$ cat src/rtl/uart_fifo_mmio.sv
// Memory-mapped 8N1 UART with TX/RX FIFOs, a programmable bit divisor and a
// level interrupt, exposed as a four-register window on a simple strobe bus.
module uart_fifo_mmio #(
   parameter logic [7:0] BASE_ADDR   = 8'h80,
   parameter int         TX_DEPTH    = 8,
   parameter int         RX_DEPTH    = 8,
   parameter logic [7:0] DEFAULT_DIV = 8'd16
) (
   input  logic       clk,
   input  logic       rst_n,
   input  logic       bus_cs,
   input  logic       bus_we,
   input  logic [7:0] bus_addr,
   input  logic [7:0] bus_wdata,
   output logic [7:0] bus_rdata,
   output logic       uart_tx,
   input  logic       uart_rx,
   output logic       irq
);

   localparam int TXAW = $clog2(TX_DEPTH);
   localparam int RXAW = $clog2(RX_DEPTH);

   typedef enum logic [1:0] {ST_IDLE, ST_START, ST_DATA, ST_STOP} uartState_t;

   logic [7:0] offset;
   logic       inWin, wrAcc, rdAcc;
   logic       wrData, wrStatus, wrCtrl, wrDiv, rdData;
   logic       txFlush, rxFlush;
   logic [7:0] div_q, effDiv;
   logic       rxIrqEn_q, txIrqEn_q, overrun_q, frameErr_q;

   // Bus decode; the lower-bound test keeps addresses below the window from wrapping in
   assign offset   = bus_addr - BASE_ADDR;
   assign inWin    = (bus_addr >= BASE_ADDR) && (offset < 8'd4);
   assign wrAcc    = bus_cs & bus_we & inWin;
   assign rdAcc    = bus_cs & ~bus_we & inWin;
   assign wrData   = wrAcc && (offset[1:0] == 2'd0);
   assign wrStatus = wrAcc && (offset[1:0] == 2'd1);
   assign wrCtrl   = wrAcc && (offset[1:0] == 2'd2);
   assign wrDiv    = wrAcc && (offset[1:0] == 2'd3);
   assign rdData   = rdAcc && (offset[1:0] == 2'd0);
   assign txFlush  = wrCtrl & bus_wdata[2];
   assign rxFlush  = wrCtrl & bus_wdata[3];
   assign effDiv   = (div_q < 8'd4) ? 8'd4 : div_q;

   // ---------------- TX FIFO ----------------
   logic [7:0]      txMem_q [TX_DEPTH];
   logic [TXAW-1:0] txWr_q, txRd_q;
   logic [TXAW:0]   txCnt_q;
   logic            txFull, txEmpty, txPush, txPop;

   assign txFull  = (txCnt_q == (TXAW+1)'(TX_DEPTH));
   assign txEmpty = (txCnt_q == '0);
   assign txPush  = wrData & ~txFull & ~txFlush;

   always_ff @(posedge clk or negedge rst_n) begin
      if (!rst_n) begin
         txWr_q  <= '0;
         txRd_q  <= '0;
         txCnt_q <= '0;
      end else if (txFlush) begin
         txWr_q  <= '0;
         txRd_q  <= '0;
         txCnt_q <= '0;
      end else begin
         if (txPush) txWr_q <= txWr_q + 1'b1;
         if (txPop)  txRd_q <= txRd_q + 1'b1;
         txCnt_q <= txCnt_q + (TXAW+1)'(txPush) - (TXAW+1)'(txPop);
      end
   end

   always_ff @(posedge clk) begin
      if (txPush) txMem_q[txWr_q] <= bus_wdata;
   end

   // ---------------- TX serializer ----------------
   uartState_t txState_q, txState_d;
   logic [7:0] txTick_q, txTick_d, txShift_q, txShift_d, txDiv_q, txDiv_d;
   logic [2:0] txBit_q, txBit_d;
   logic       txLevel, txLine_q, txTickEnd;

   assign txTickEnd = (txTick_q == txDiv_q - 8'd1);

   always_comb begin
      txState_d = txState_q;
      txTick_d  = txTick_q + 8'd1;
      txShift_d = txShift_q;
      txDiv_d   = txDiv_q;
      txBit_d   = txBit_q;
      txPop     = 1'b0;
      txLevel   = 1'b1;
      case (txState_q)
         ST_IDLE: begin
            txTick_d = '0;
            if (!txEmpty) begin
               txPop     = 1'b1;
               txShift_d = txMem_q[txRd_q];
               txDiv_d   = effDiv;
               txState_d = ST_START;
            end
         end
         ST_START: begin
            txLevel = 1'b0;
            if (txTickEnd) begin
               txTick_d  = '0;
               txBit_d   = '0;
               txState_d = ST_DATA;
            end
         end
         ST_DATA: begin
            txLevel = txShift_q[0];
            if (txTickEnd) begin
               txTick_d  = '0;
               txShift_d = {1'b0, txShift_q[7:1]};
               txBit_d   = txBit_q + 3'd1;
               if (txBit_q == 3'd7) txState_d = ST_STOP;
            end
         end
         default: begin
            if (txTickEnd) begin
               txTick_d  = '0;
               txState_d = ST_IDLE;
               if (!txEmpty) begin
                  txPop     = 1'b1;
                  txShift_d = txMem_q[txRd_q];
                  txDiv_d   = effDiv;
                  txState_d = ST_START;
               end
            end
         end
      endcase
   end

   // The line is registered, which gives the two-edge write-to-start-bit latency
   always_ff @(posedge clk or negedge rst_n) begin
      if (!rst_n) begin
         txState_q <= ST_IDLE;
         txTick_q  <= '0;
         txShift_q <= '0;
         txDiv_q   <= 8'd4;
         txBit_q   <= '0;
         txLine_q  <= 1'b1;
      end else begin
         txState_q <= txState_d;
         txTick_q  <= txTick_d;
         txShift_q <= txShift_d;
         txDiv_q   <= txDiv_d;
         txBit_q   <= txBit_d;
         txLine_q  <= txLevel;
      end
   end

   assign uart_tx = txLine_q;

   // ---------------- RX deserializer ----------------
   uartState_t rxState_q, rxState_d;
   logic [7:0] rxTick_q, rxTick_d, rxShift_q, rxShift_d, rxDiv_q, rxDiv_d;
   logic [2:0] rxBit_q, rxBit_d;
   logic       rxSync1_q, rxSync2_q, rxPrev_q, rxFall, rxDone;

   assign rxFall = rxPrev_q & ~rxSync2_q;

   always_comb begin
      rxState_d = rxState_q;
      rxTick_d  = rxTick_q + 8'd1;
      rxShift_d = rxShift_q;
      rxDiv_d   = rxDiv_q;
      rxBit_d   = rxBit_q;
      rxDone    = 1'b0;
      case (rxState_q)
         ST_IDLE: begin
            rxTick_d = '0;
            if (rxFall) begin
               rxDiv_d   = effDiv;
               rxState_d = ST_START;
            end
         end
         ST_START: begin
            if (rxTick_q == (rxDiv_q >> 1) - 8'd1) begin
               rxTick_d  = '0;
               rxBit_d   = '0;
               rxState_d = rxSync2_q ? ST_IDLE : ST_DATA;
            end
         end
         ST_DATA: begin
            if (rxTick_q == rxDiv_q - 8'd1) begin
               rxTick_d  = '0;
               rxShift_d = {rxSync2_q, rxShift_q[7:1]};
               rxBit_d   = rxBit_q + 3'd1;
               if (rxBit_q == 3'd7) rxState_d = ST_STOP;
            end
         end
         default: begin
            if (rxTick_q == rxDiv_q - 8'd1) begin
               rxDone    = 1'b1;
               rxState_d = ST_IDLE;
            end
         end
      endcase
   end

   always_ff @(posedge clk or negedge rst_n) begin
      if (!rst_n) begin
         rxSync1_q <= 1'b1;
         rxSync2_q <= 1'b1;
         rxPrev_q  <= 1'b1;
         rxState_q <= ST_IDLE;
         rxTick_q  <= '0;
         rxShift_q <= '0;
         rxDiv_q   <= 8'd4;
         rxBit_q   <= '0;
      end else begin
         rxSync1_q <= uart_rx;
         rxSync2_q <= rxSync1_q;
         rxPrev_q  <= rxSync2_q;
         rxState_q <= rxState_d;
         rxTick_q  <= rxTick_d;
         rxShift_q <= rxShift_d;
         rxDiv_q   <= rxDiv_d;
         rxBit_q   <= rxBit_d;
      end
   end

   // ---------------- RX FIFO ----------------
   logic [7:0]      rxMem_q [RX_DEPTH];
   logic [RXAW-1:0] rxWr_q, rxRd_q;
   logic [RXAW:0]   rxCnt_q;
   logic            rxFull, rxEmpty, rxPush, rxPop, rxGood, overrunEvt, frameErrEvt;

   assign rxFull      = (rxCnt_q == (RXAW+1)'(RX_DEPTH));
   assign rxEmpty     = (rxCnt_q == '0);
   assign rxPop       = rdData & ~rxEmpty;
   assign rxGood      = rxDone & rxSync2_q;
   // A same-cycle bus pop frees the slot, so a full FIFO still accepts the byte
   assign rxPush      = rxGood & (~rxFull | rxPop) & ~rxFlush;
   assign overrunEvt  = rxGood & rxFull & ~rxPop;
   assign frameErrEvt = rxDone & ~rxSync2_q;

   always_ff @(posedge clk or negedge rst_n) begin
      if (!rst_n) begin
         rxWr_q  <= '0;
         rxRd_q  <= '0;
         rxCnt_q <= '0;
      end else if (rxFlush) begin
         rxWr_q  <= '0;
         rxRd_q  <= '0;
         rxCnt_q <= '0;
      end else begin
         if (rxPush) rxWr_q <= rxWr_q + 1'b1;
         if (rxPop)  rxRd_q <= rxRd_q + 1'b1;
         rxCnt_q <= rxCnt_q + (RXAW+1)'(rxPush) - (RXAW+1)'(rxPop);
      end
   end

   always_ff @(posedge clk) begin
      if (rxPush) rxMem_q[rxWr_q] <= rxShift_q;
   end

   // ---------------- Control/status registers ----------------
   always_ff @(posedge clk or negedge rst_n) begin
      if (!rst_n) begin
         rxIrqEn_q  <= 1'b0;
         txIrqEn_q  <= 1'b0;
         div_q      <= DEFAULT_DIV;
         overrun_q  <= 1'b0;
         frameErr_q <= 1'b0;
      end else begin
         if (wrCtrl) begin
            rxIrqEn_q <= bus_wdata[0];
            txIrqEn_q <= bus_wdata[1];
         end
         if (wrDiv) div_q <= bus_wdata;
         if (overrunEvt)                    overrun_q <= 1'b1;
         else if (wrStatus && bus_wdata[4]) overrun_q <= 1'b0;
         if (frameErrEvt)                   frameErr_q <= 1'b1;
         else if (wrStatus && bus_wdata[5]) frameErr_q <= 1'b0;
      end
   end

   logic txIdle;
   logic [7:0] status;

   assign txIdle = txEmpty & (txState_q == ST_IDLE);
   assign status = {2'b00, frameErr_q, overrun_q, rxFull, ~rxEmpty, txIdle, txFull};

   always_comb begin
      bus_rdata = 8'h00;
      if (rdAcc) begin
         case (offset[1:0])
            2'd0:    bus_rdata = rxEmpty ? 8'h00 : rxMem_q[rxRd_q];
            2'd1:    bus_rdata = status;
            2'd2:    bus_rdata = {6'b0, txIrqEn_q, rxIrqEn_q};
            default: bus_rdata = div_q;
         endcase
      end
   end

   assign irq = (rxIrqEn_q & (~rxEmpty | overrun_q | frameErr_q)) | (txIrqEn_q & txIdle);

endmodule

$ cat config.mk
export PLATFORM = sky130hd
export DESIGN_NAME = uart_fifo_mmio
export DESIGN_NICKNAME = d
export VERILOG_FILES = /design/src/rtl/uart_fifo_mmio.sv
export SDC_FILE = /design/constraint.sdc
export NUM_CORES = 1
export LEC_CHECK = 0
export CORE_AREA = 4 4 128 222
export DETAILED_ROUTE_END_ITERATION = 10
export DIE_AREA = 0 0 132 226
export SLEW_MARGIN = 10
export SYNTH_ARGS = -nofsm -noshare
export SYNTH_HDL_FRONTEND = slang
export SYNTH_SLANG_ARGS = --single-unit
$ cat constraint.sdc
create_clock -name clk -period 3.85 [get_ports clk]
set_input_delay 0.5775 -clock clk [delete_from_list [all_inputs] [get_ports clk]]
set_output_delay 0.5775 -clock clk [all_outputs]
set_load 0.03 [all_outputs]
==> metrics.md <==
| Metric | Value |
|---|---|
| Status | complete, no violations |
| #FFs+latches synth | 222 |
| RSZ-0062 raised after global routing | false |
| # setup viols final | 0 |
| Critical Setup Path Class | register to output port |
| Cell mode on critical path | buf_4 |
| Setup_tns | 0 ps |
| Setup crit end kind | output port |
| Core area | 26590 um^2 |
| Max clock buf depth | 3 |
| Vias in the first global route | 6603 |
| Worst path arrival time | 3140 ps |
| Hold buffers post-CTS | 0 |
| YS warnings | 0 |
| Syn Area/Cell | 13.43 um^2 |
| DRC Markers | 0 |
| Final Max Tran Viols | 0 |
| Number of synthesized flops with an enable pin | 128 |
| Slowest cell on crit path | clkdlybuf4s50_1 |
| FFs w/ async S/R, synth | 0.4234 |
| Fmax | 268.7 MHz |
| Area after DPL | 11420 um^2 |
| H-tree lvl count | 1 |
| Worst Setup Start Kind | register |
| Total track usage | 0.1599 |
| Hold Vio Cnt, Final | 0 |
| Worst-Skew Late Latency | 510 ps |
| Worst Setup SP | rxRd_q[0] |
| Register area share after synthesis | 0.5892 |
| Syn_nets | 836 |
| Reg-to-reg critical path startpoint | rxDiv_q[1] |
| Vias after detailed routing | 6379 |
| Rel. slew slack | 0.3549 |
| Pin count of the biggest net entering global routing | 68 |
| Synth Flop Type | edfxtp_1 |
| First-pass GRT wire length | 37460 um |
| P per Cell Area | 580.1 nW/um^2 |
| Inserted Diodes | 0 |
| Nets | 896 |
| Crit path time final | 3722 ps |
| Initial Utilization | 0.3961 |
| CTS Buf Count | 21 |
| RD Place Congestion | 0.7831 |
| Cell area after layout | 12120 um^2 |
| Hold Slack | 174.1 ps |
| Lkg Pwr | 4.757 nW |
| Layout cells sized above 1 | 0.1967 |
| Mapped Area | 10530 um^2 |
| Antenna violations before repair | 0 |
| Routed WL per cell | 19.65 um |
| CP required | 3270 ps |
| Die Ht | 226 um |
| CTS Sinks | 222 |
| Grt total ovfl | 0 |
| Area delta synth->final | 15.08% |
| Min-Delay Path Class | input pin to asynchronous set/reset pin |
| CTS tree | built |
| Library cells used by synthesis | 73 |
| Fin crit share | 0.9667 |
| Slew @ Worst Pin | 967.7 ps |
| Pre-antenna DRT Iters | 4 |
| Die footprint | 29830 um^2 |
| Overall power | 7.031 mW |
| Crit path cell chain | buf_4 > mux4_2 > mux2i_1 > o21ai_0 > buf_4 > o211a_1 > clkdlybuf4s50_1 |
| R2R cell count | 13 |
| CP max stage delay | 600 ps |
| Die X | 132 um |
| Skew final | 21.87 ps |
| Total Wirelength | 23250 um |
| Worst VDD drop | 0.3351 mV |
| Max_cap viols | 0 |
| ANT nets after route | 0 |
| FP Rows | 79 |
| Maximum fanout along the worst path | 13 |
| Detailed-placement wirelength estimate | 16800 um |
| Ports | 31 |
| Reg clk slew, reported paths | 70 ps |
| Port Buffers | 30 |
| Initial DRC count | 377 |
| Cells after Synth | 784 |
| CTS root buf | clkbuf_16 |
| Vias/cell | 5.392 |
[flip-flops by register name (all words and copies together) (netlist names), 4 cells and up]
register and cells:
txShift_q 8, txTick_q 8, rxTick_q 8, txDiv_q 8, rxMem_q 64, div_q 8
txCnt_q 4, rxShift_q 8, rxCnt_q 4, rxDiv_q 8, txMem_q 64
[what timing repair did]
action / CTS / global route
resized for setup: 1 / 0
buffers inserted: 0 / 0
setup endpoints to repair: 1 / 0
hold endpoints to repair: 0 / 0
[worst max-delay path: cells and delay by family, from the launching register on]
kind                   cells  cell delay, ps
DFF                        1             420
buffers and inverters      3            1080
AOI/OAI and AO/OA          2             340
muxes                      2             780
[per-layer routing]
layer	global-route usage	wire length (um)
met5	0	0
met4	0.06884	926
met3	0.01783	626
met2	0.3056	12980
met1	0.1782	8717
[where the power goes]
part | internal, mW | total, mW | switching [mW]
combinational | 0.903 | 1.82 | 0.920
clock | 1.23 | 2.13 | 0.894
sequential | 2.76 | 3.08 | 0.326
total | 4.89 | 7.03 | 2.14
[cells by family after synthesis]
| kind of cell | count (synthesis) | synth area share |
|---|---|---|
| DFF | 222 | 0.5892 |
| and+or+nand+nor | 232 | 0.1152 |
| adders and majority gates | 31 | 0.03826 |
| muxes | 90 | 0.1278 |
| buffers and inverters | 67 | 0.02459 |
| AOI/OAI and AO/OA | 96 | 0.06666 |
| xor gates and xnor gates | 46 | 0.03826 |
[cells in the final DEF (no fill, tap or decap), drive strengths merged, types with 14 or more instances in the layout]
cell type      instances
clkbuf                27
clkdlybuf4s50         29
nor3                  14
xor2                  22
nand3                 20
dfrtp                 87
nand2                 55
mux2i                 22
ha                    29
mux4                  32
o21ai                 20
buf                   45
mux2                  36
edfxtp               128
xnor2                 24
and2                  18
nor2                  60
inv                   31
[Yosys cell counts, types with 4 or more instances]
| cell | n | area share |
|---|---|---|
| xnor2_1 | 24 | 0.020 |
| a32o_1 | 4 | 0.0038 |
| nor2_1 | 59 | 0.021 |
| a31oi_1 | 7 | 0.0042 |
| nand3_1 | 20 | 0.0095 |
| edfxtp_1 | 128 | 0.36 |
| clkbuf_1 | 28 | 0.010 |
| dfrtp_1 | 87 | 0.21 |
| o211a_1 | 5 | 0.0048 |
| nand4_1 | 4 | 0.0024 |
| mux2i_1 | 22 | 0.021 |
| nand2_1 | 55 | 0.020 |
| o221ai_1 | 4 | 0.0033 |
| nor3_1 | 14 | 0.0067 |
| a21oi_1 | 12 | 0.0057 |
| o21ai_0 | 18 | 0.0086 |
| and2_1 | 17 | 0.010 |
| o211ai_1 | 7 | 0.0050 |
| xor2_1 | 22 | 0.018 |
| dfstp_2 | 7 | 0.017 |
| nor3b_1 | 4 | 0.0029 |
| nor4_1 | 6 | 0.0036 |
| mux4_2 | 32 | 0.068 |
| inv_1 | 30 | 0.011 |
| a21o_1 | 5 | 0.0036 |
| buf_1 | 5 | 0.0018 |
| nor2b_1 | 4 | 0.0024 |
| and3_1 | 9 | 0.0053 |
| ha_1 | 29 | 0.034 |
| nand2b_1 | 13 | 0.0077 |
| mux2_2 | 36 | 0.038 |
[path summary, 6_finish.rpt]
path	to	slack, ps
worst min-delay path	rxTick_q[2]	170
worst min register to register	rxSync2_q	360
min in group clk	rxSync2_q	360
worst max-delay path	bus_rdata[5]	130
max in group asynchronous	rxSync1_q	2820
worst max register to register	rxCnt_q[2]	310
[through the flow]
| stage | std cells | util | setup slack, ps |
|---|---|---|---|
| after floorplan | 784 | - | 415.5 |
| after global placement | 1145 | 0.4294 | 253.6 |
| after detailed placement | 1145 | 0.4294 | 153.9 |
| after CTS | 1183 | 0.4558 | 32.91 |
| after global routing | 1183 | 0.4558 | 8.210 |
| final | 1183 | 0.4558 | 128.1 |
[layout make-up]
| type | instances | area, um^2 |
|---|---|---|
| repair buffers | 74 | 628.1 |
| inverters | 30 | 112.6 |
| well taps | 324 | 405.4 |
| flip-flops and latches | 222 | 6205 |
| fillers | 2373 | 14470 |
| clock inverters | 11 | 137.6 |
| multi-input cells | 495 | 4073 |
| clock buffers | 27 | 558.0 |
Note: power is estimated with default switching activity, not from simulation.
